--- src/rtl/spi_slave_ctrl.sv ---
`timescale 1ns/1ps
// spi_slave_ctrl
//   Parametrised full-duplex SPI slave between the external SPI master and
//   the internal command/data FIFOs. Supports 4..32 bit words, all four SPI
//   modes and either bit order.
//
// Ports
//   clk_i, rst_i          system clock, asynchronous active-high reset
//   tx_data_i/valid_i     word offered to the tx holding register
//   tx_ready_o            holding register empty
//   tx_underrun_o         pulse: IDLE_WORD loaded because holding was empty
//   rx_data_o/valid_o     last complete received word / update pulse
//   frame_active_o        frame in progress (synchronised CS asserted)
//   frame_end_o/err_o     pulse at frame end / frame ended mid-word
//   word_cnt_o            words completed in current or last frame (saturating)
//   sclk_i, sncs_i        SPI clock and active-low chip select (asynchronous)
//   sdata_s_i/o, oe_o     MOSI, MISO, MISO output enable
module spi_slave_ctrl #(
  parameter int unsigned        DATA_W    = 8,
  parameter bit                 CPOL      = 1'b0,
  parameter bit                 CPHA      = 1'b0,
  parameter bit                 MSB_FIRST = 1'b1,
  parameter logic [DATA_W-1:0]  IDLE_WORD = '0,
  parameter int unsigned        CNT_W     = 8
) (
  input  logic              clk_i,
  input  logic              rst_i,
  input  logic [DATA_W-1:0] tx_data_i,
  input  logic              tx_valid_i,
  output logic              tx_ready_o,
  output logic              tx_underrun_o,
  output logic [DATA_W-1:0] rx_data_o,
  output logic              rx_valid_o,
  output logic              frame_active_o,
  output logic              frame_end_o,
  output logic              frame_err_o,
  output logic [CNT_W-1:0]  word_cnt_o,
  input  logic              sclk_i,
  input  logic              sncs_i,
  input  logic              sdata_s_i,
  output logic              sdata_s_o,
  output logic              sdata_oe_o
);

  localparam int unsigned BC_W = $clog2(DATA_W);

  typedef enum logic {S_IDLE, S_ACTIVE} state_t;
  state_t state_q, state_d;

  logic sclk_m, sclk_s, sclk_d;
  logic ncs_m, ncs_s, ncs_d;
  logic mosi_m, mosi_s;

  logic [DATA_W-1:0] hold_q;
  logic              hold_full;
  logic [DATA_W-1:0] tx_sr;
  logic [DATA_W-1:0] tx_shifted;
  logic [DATA_W-1:0] rx_sr;
  logic [DATA_W-1:0] rx_next;
  logic [BC_W-1:0]   bit_cnt;

  logic rise, fall, lead, trail, samp_e, shift_e;
  logic start, stop, run, load, shift_adv, sample, word_done, tx_wr;

  // ncs_d resets to 0 (asserted), so a CS already low at reset release never
  // produces the high->low transition needed to start a frame.
  always_ff @(posedge clk_i or posedge rst_i) begin
    if (rst_i) begin
      sclk_m <= 1'b0; sclk_s <= 1'b0; sclk_d <= 1'b0;
      ncs_m  <= 1'b0; ncs_s  <= 1'b0; ncs_d  <= 1'b0;
      mosi_m <= 1'b0; mosi_s <= 1'b0;
    end else begin
      sclk_m <= sclk_i;    sclk_s <= sclk_m; sclk_d <= sclk_s;
      ncs_m  <= sncs_i;    ncs_s  <= ncs_m;  ncs_d  <= ncs_s;
      mosi_m <= sdata_s_i; mosi_s <= mosi_m;
    end
  end

  always_ff @(posedge clk_i or posedge rst_i) begin
    if (rst_i) state_q <= S_IDLE;
    else       state_q <= state_d;
  end

  always_comb begin
    state_d = state_q;
    start   = 1'b0;
    stop    = 1'b0;
    rise    = sclk_s & ~sclk_d;
    fall    = ~sclk_s & sclk_d;
    lead    = CPOL ? fall : rise;
    trail   = CPOL ? rise : fall;
    samp_e  = CPHA ? trail : lead;
    shift_e = CPHA ? lead : trail;
    case (state_q)
      S_IDLE: begin
        if (ncs_d && !ncs_s) begin
          state_d = S_ACTIVE;
          start   = 1'b1;
        end
      end
      S_ACTIVE: begin
        if (ncs_s) begin
          state_d = S_IDLE;
          stop    = 1'b1;
        end
      end
      default: state_d = S_IDLE;
    endcase
    run       = (state_q == S_ACTIVE) && !ncs_s;
    // A shift edge with the bit counter at 0 is the first shift edge of a
    // word (CPHA=1) or the one right after the last sample (CPHA=0).
    load      = (start && !CPHA) || (run && shift_e && (bit_cnt == '0));
    shift_adv = run && shift_e && (bit_cnt != '0);
    sample    = run && samp_e;
    word_done = sample && (bit_cnt == BC_W'(DATA_W - 1));
    tx_wr     = tx_valid_i && !hold_full;
    if (MSB_FIRST) begin
      tx_shifted = {tx_sr[DATA_W-2:0], 1'b0};
      rx_next    = {rx_sr[DATA_W-2:0], mosi_s};
    end else begin
      tx_shifted = {1'b0, tx_sr[DATA_W-1:1]};
      rx_next    = {mosi_s, rx_sr[DATA_W-1:1]};
    end
  end

  always_ff @(posedge clk_i or posedge rst_i) begin
    if (rst_i) begin
      hold_q        <= '0;
      hold_full     <= 1'b0;
      tx_sr         <= IDLE_WORD;
      tx_underrun_o <= 1'b0;
      rx_sr         <= '0;
      rx_data_o     <= '0;
      rx_valid_o    <= 1'b0;
      bit_cnt       <= '0;
      word_cnt_o    <= '0;
      frame_end_o   <= 1'b0;
      frame_err_o   <= 1'b0;
    end else begin
      tx_underrun_o <= 1'b0;
      rx_valid_o    <= 1'b0;
      frame_end_o   <= 1'b0;
      frame_err_o   <= 1'b0;

      // tx_wr needs an empty holding register, so it never collides with a
      // load that drains a full one; a write during an underrun load is kept.
      if (tx_wr) begin
        hold_q    <= tx_data_i;
        hold_full <= 1'b1;
      end
      if (load) begin
        if (hold_full) begin
          tx_sr     <= hold_q;
          hold_full <= 1'b0;
        end else begin
          tx_sr         <= IDLE_WORD;
          tx_underrun_o <= 1'b1;
        end
      end else if (shift_adv) begin
        tx_sr <= tx_shifted;
      end

      if (start) begin
        bit_cnt    <= '0;
        word_cnt_o <= '0;
      end else if (sample) begin
        rx_sr <= rx_next;
        if (word_done) begin
          bit_cnt    <= '0;
          rx_data_o  <= rx_next;
          rx_valid_o <= 1'b1;
          if (word_cnt_o != '1) word_cnt_o <= word_cnt_o + CNT_W'(1);
        end else begin
          bit_cnt <= bit_cnt + BC_W'(1);
        end
      end

      if (stop) begin
        frame_end_o <= 1'b1;
        frame_err_o <= (bit_cnt != '0);
      end
    end
  end

  assign tx_ready_o     = ~hold_full;
  assign frame_active_o = (state_q == S_ACTIVE);
  assign sdata_oe_o     = frame_active_o;
  assign sdata_s_o      = frame_active_o ? (MSB_FIRST ? tx_sr[DATA_W-1] : tx_sr[0]) : 1'b0;

endmodule
--- config.mk ---
export PLATFORM = sky130hd
export DESIGN_NAME = spi_slave_ctrl
export DESIGN_NICKNAME = d
export VERILOG_FILES = /design/src/rtl/spi_slave_ctrl.sv
export SDC_FILE = /design/constraint.sdc
export NUM_CORES = 1
export LEC_CHECK = 0
export ABC_CLOCK_PERIOD_IN_PS = 4700
export CORE_MARGIN = 5
export CORE_UTILIZATION = 70
export CTS_BUF_LIST = sky130_fd_sc_hd__clkbuf_8
export CTS_CLUSTER_SIZE = 10
export DETAILED_ROUTE_END_ITERATION = 7
export DONT_BUFFER_PORTS = 1
export PLACE_DENSITY = 0.93
export RECOVER_POWER = 25
export SYNTH_ARGS = -nofsm -noshare
export SYNTH_HDL_FRONTEND = slang
export SYNTH_SLANG_ARGS = --single-unit
export TNS_END_PERCENT = 100
--- constraint.sdc ---
create_clock -name clk_i -period 4.7 [get_ports clk_i]
set_input_delay 0.94 -clock clk_i [delete_from_list [all_inputs] [get_ports clk_i]]
set_output_delay 0.94 -clock clk_i [all_outputs]
set_load 0.02 [all_outputs]
==> reports/summary.txt <==
hold path start = mosi_m$_DFF_PP0_
non-filler cells, final = 223
CTS Sinks = 56
# setup viols final = 0
Max FO, Critical Path = 9
Ys Warns = 0
Pins Over Slew Limit = 57
post-layout min period = 2.28 ns
Slew HR = -0.292
sequential element share of the synthesized area = 0.615
share of the synthesized area in the top cell type = 0.615
Num CTS Buffers = 5
vias post-DR = 1415
LEAKAGE = 1.08 nW
Worst Path Class, Setup = flop to output pin
Rows = 20
status = finished, violations left
syn_area_per_cell = 12.9 µm²
Cells after Synth = 177
Die ar. = 4500 µm²
largest area contributor in the netlist = dfrtp_1
area taken by flip-flops and latches = 1400 µm²
failing checks = capacitance limit, slew limit
GRT overflow = 0
NumNets Final = 196
area of the multi-input gates = 815 µm²
Starting DRT DRC Count = 145
Main synth FF type = dfrtp_1
Seq cells post-synth = 56
height of the chip = 67.1 µm
Critical Path Start Type = flop
Hold Worst Slack = 0.366 ns
Core ar. = 3080 µm²
Netlist Area Pre-Place = 2280 µm²
area delta synth->final = 5.16%
Max clock buf depth = 2
clk_lat worst skew = 0.31 ns
post_cts resized = 0
setup TNS = 0 ns
dpl cell area = 2300 µm²
CP Data Required Time = 3.76 ns
setup bufs post-CTS = 0
layout cell share with drive strength beyond 1 = 0.212
Crit path largest cell delay = 0.71 ns
Buf/Inv on CP = 0
hpwl dp = 2880 µm
initial antenna violation count = 0
reg-to-reg startpoint = frame_active_o$_DFF_PP0_
fin area = 2400 µm²
H-tree levels = 2
asr flop ratio synth = 1.00
power per cell area = 430 nW/µm²
Max-Cap Viols = 1
CP delay by family, top = flip-flops
number of synthesized flops with an enable pin = 0
top cells by area, synth = dfrtp_1, mux2_2, a221o_1, nand3_1, ha_1
Cells after DPL = 215
crit path cell chain = and2_1
Routed WL per cell = 18.3 µm
Hold Buf Count CTS = 0
first-pass GRT wire length = 7070 µm
number of global-route vias before repair = 1460
synth unique cells = 39
Hold Path Sink = mosi_s$_DFF_PP0_
RSZ-0062 raised after global routing = no
DRC errors left = 0
CP Capture Type = output pin
worst-margin pin slew = 1.94 ns
Final Skew = 0.00743 ns
Final Hold Fails = 0
first-pass iteration count of the detailed router = 4
routed wire length = 4080 µm
RD Place Congestion = 0.877
Reg2Reg Depth = 4
hold crit path type = flop to flop
Peak VDD IR = 0.000298 V
worst reg2reg setup slack = 2.61 ns
clock slew at reported path FFs = 0.09 ns
Initial Utilization = 0.741
diode count = 0
CTS tree = yes
slowest cell on the critical path = dfrtp_1
Mapped Nets = 195
I/O pin count = 38
Vias per Instance = 6.35
post-detailed-route count of antenna-violating nets = 0
final period utilization = 0.486
FILL cells = 181
Reg-to-Reg End = rx_data_o[1]$_DFFE_PP0P_
hold path depth = 0
clock root cell = clkbuf_8
PortBufs = 0
Die X-Extent = 67.1 µm
overall fraction of global-route tracks in use = 0.214
WP data arrival = 1.34 ns
largest net degree at the start of global routing = 57
top achievable clock speed = 438 MHz
==> worst reg2reg max path, delay by kind of cell (launching register included) <==
family / cells / cell delay [ns]
buffers and inverters: 1 / 0.15
and+or+nand+nor: 2 / 0.80
muxes: 1 / 0.34
DFF: 1 / 0.71
==> Yosys cell counts, types with 2 or more instances <==
master	instances
ha_1	4
nor2b_1	3
a21oi_1	2
nor3_1	4
dfrtp_1	56
inv_1	8
nor2_1	13
o21ai_0	5
clkbuf_1	2
and3_1	2
a221o_1	6
nand3_1	11
a22o_1	3
nand2_1	3
mux2_2	23
a31oi_1	4
and2_1	4
buf_2	3
==> cells by family after synthesis <==
| kind of cell | after synthesis | share of synthesized area |
|---|---|---|
| AOI/OAI and AO/OA | 28 | 0.0993 |
| adders and majority gates | 4 | 0.0220 |
| buffers and inverters | 15 | 0.0280 |
| DFF | 56 | 0.615 |
| muxes | 23 | 0.114 |
| and+or+nand+nor | 51 | 0.122 |
==> worst max-delay path by stage <==
stage                        startpoint                   endpoint  slack, ns  depth (start not counted)
2_1_floorplan                     rst_i     bit_cnt[0]$_DFFE_PP0P_       2.39                          1
3_3_place_gp                 tx_valid_i      hold_q[7]$_DFFE_PP0P_       2.67                          2
3_5_place_dp   frame_active_o$_DFF_PP0_   rx_data_o[1]$_DFFE_PP0P_       2.60                          4
4_1_cts        frame_active_o$_DFF_PP0_                  sdata_s_o       2.41                          1
5_1_grt                           rst_i  word_cnt_o[4]$_DFFE_PP0P_       1.96                          1
6_report       frame_active_o$_DFF_PP0_                  sdata_s_o       2.42                          1
==> power by group <==
| part | total, mW | switching (mW) | internal [mW] |
|---|---|---|---|
| registers | 0.628 | 0.0600 | 0.568 |
| clock network | 0.257 | 0.152 | 0.106 |
| logic | 0.145 | 0.0681 | 0.0770 |
| total | 1.03 | 0.280 | 0.751 |
==> layer usage <==
metal	global-route usage	part of all wire	vias to the layer above	routed length, µm
li1	-	-	642	-
met1	0.264	0.41	696	1670
met2	0.335	0.49	63	1990
met3	0.0624	0.075	14	306
met4	0.116	0.026	0	106
met5	0	0	-	0
==> sequential cells by signal, summed over array words and instances (netlist names), 3 cells and up <==
| signal | count |
|---|---|
| word_cnt_o | 8 |
| hold_q | 8 |
| tx_sr | 8 |
| rx_sr | 7 |
| bit_cnt | 3 |
| rx_data_o | 8 |
==> through the flow <==
stage	utilization	power (mW)	setup slack, ns
3_5_place_dp	0.749	0.782	2.60
6_report	0.779	1.03	2.42
5_1_grt	0.779	1.09	1.96
4_1_cts	0.779	1.04	2.41
3_3_place_gp	0.749	0.765	2.67
2_1_floorplan	-	0.744	2.39
==> area by class of cell <==
class | instances | area share
Inverter | 9 | 0.0141
Sequential cell | 56 | 0.585
Clock inverter | 3 | 0.00992
Clock buffer | 5 | 0.0287
Multi-Input combinational cell | 106 | 0.340
Tap cell | 44 | 0.0230
==> cells in the final DEF, fill, tap and decap left out, drive strengths merged <==
cell	count
o211ai	2
a311oi	1
nor2b	3
or3	1
o31ai	1
nand3	11
a32o	1
clkinv	1
a22o	3
clkbuf	5
nor3	4
and4bb	1
clkinvlp	2
nor3b	1
ha	4
a41oi	1
and4	1
nor4	1
dfrtp	56
mux2	23
and2	4
a21o	1
inv	9
nand4	1
a21oi	3
o21ai	5
nor2	14
a31oi	4
nand2	4
nand3b	1
or3b	1
a221o	6
nand2b	1
and3	2
Power figures use the tool's default switching activity.
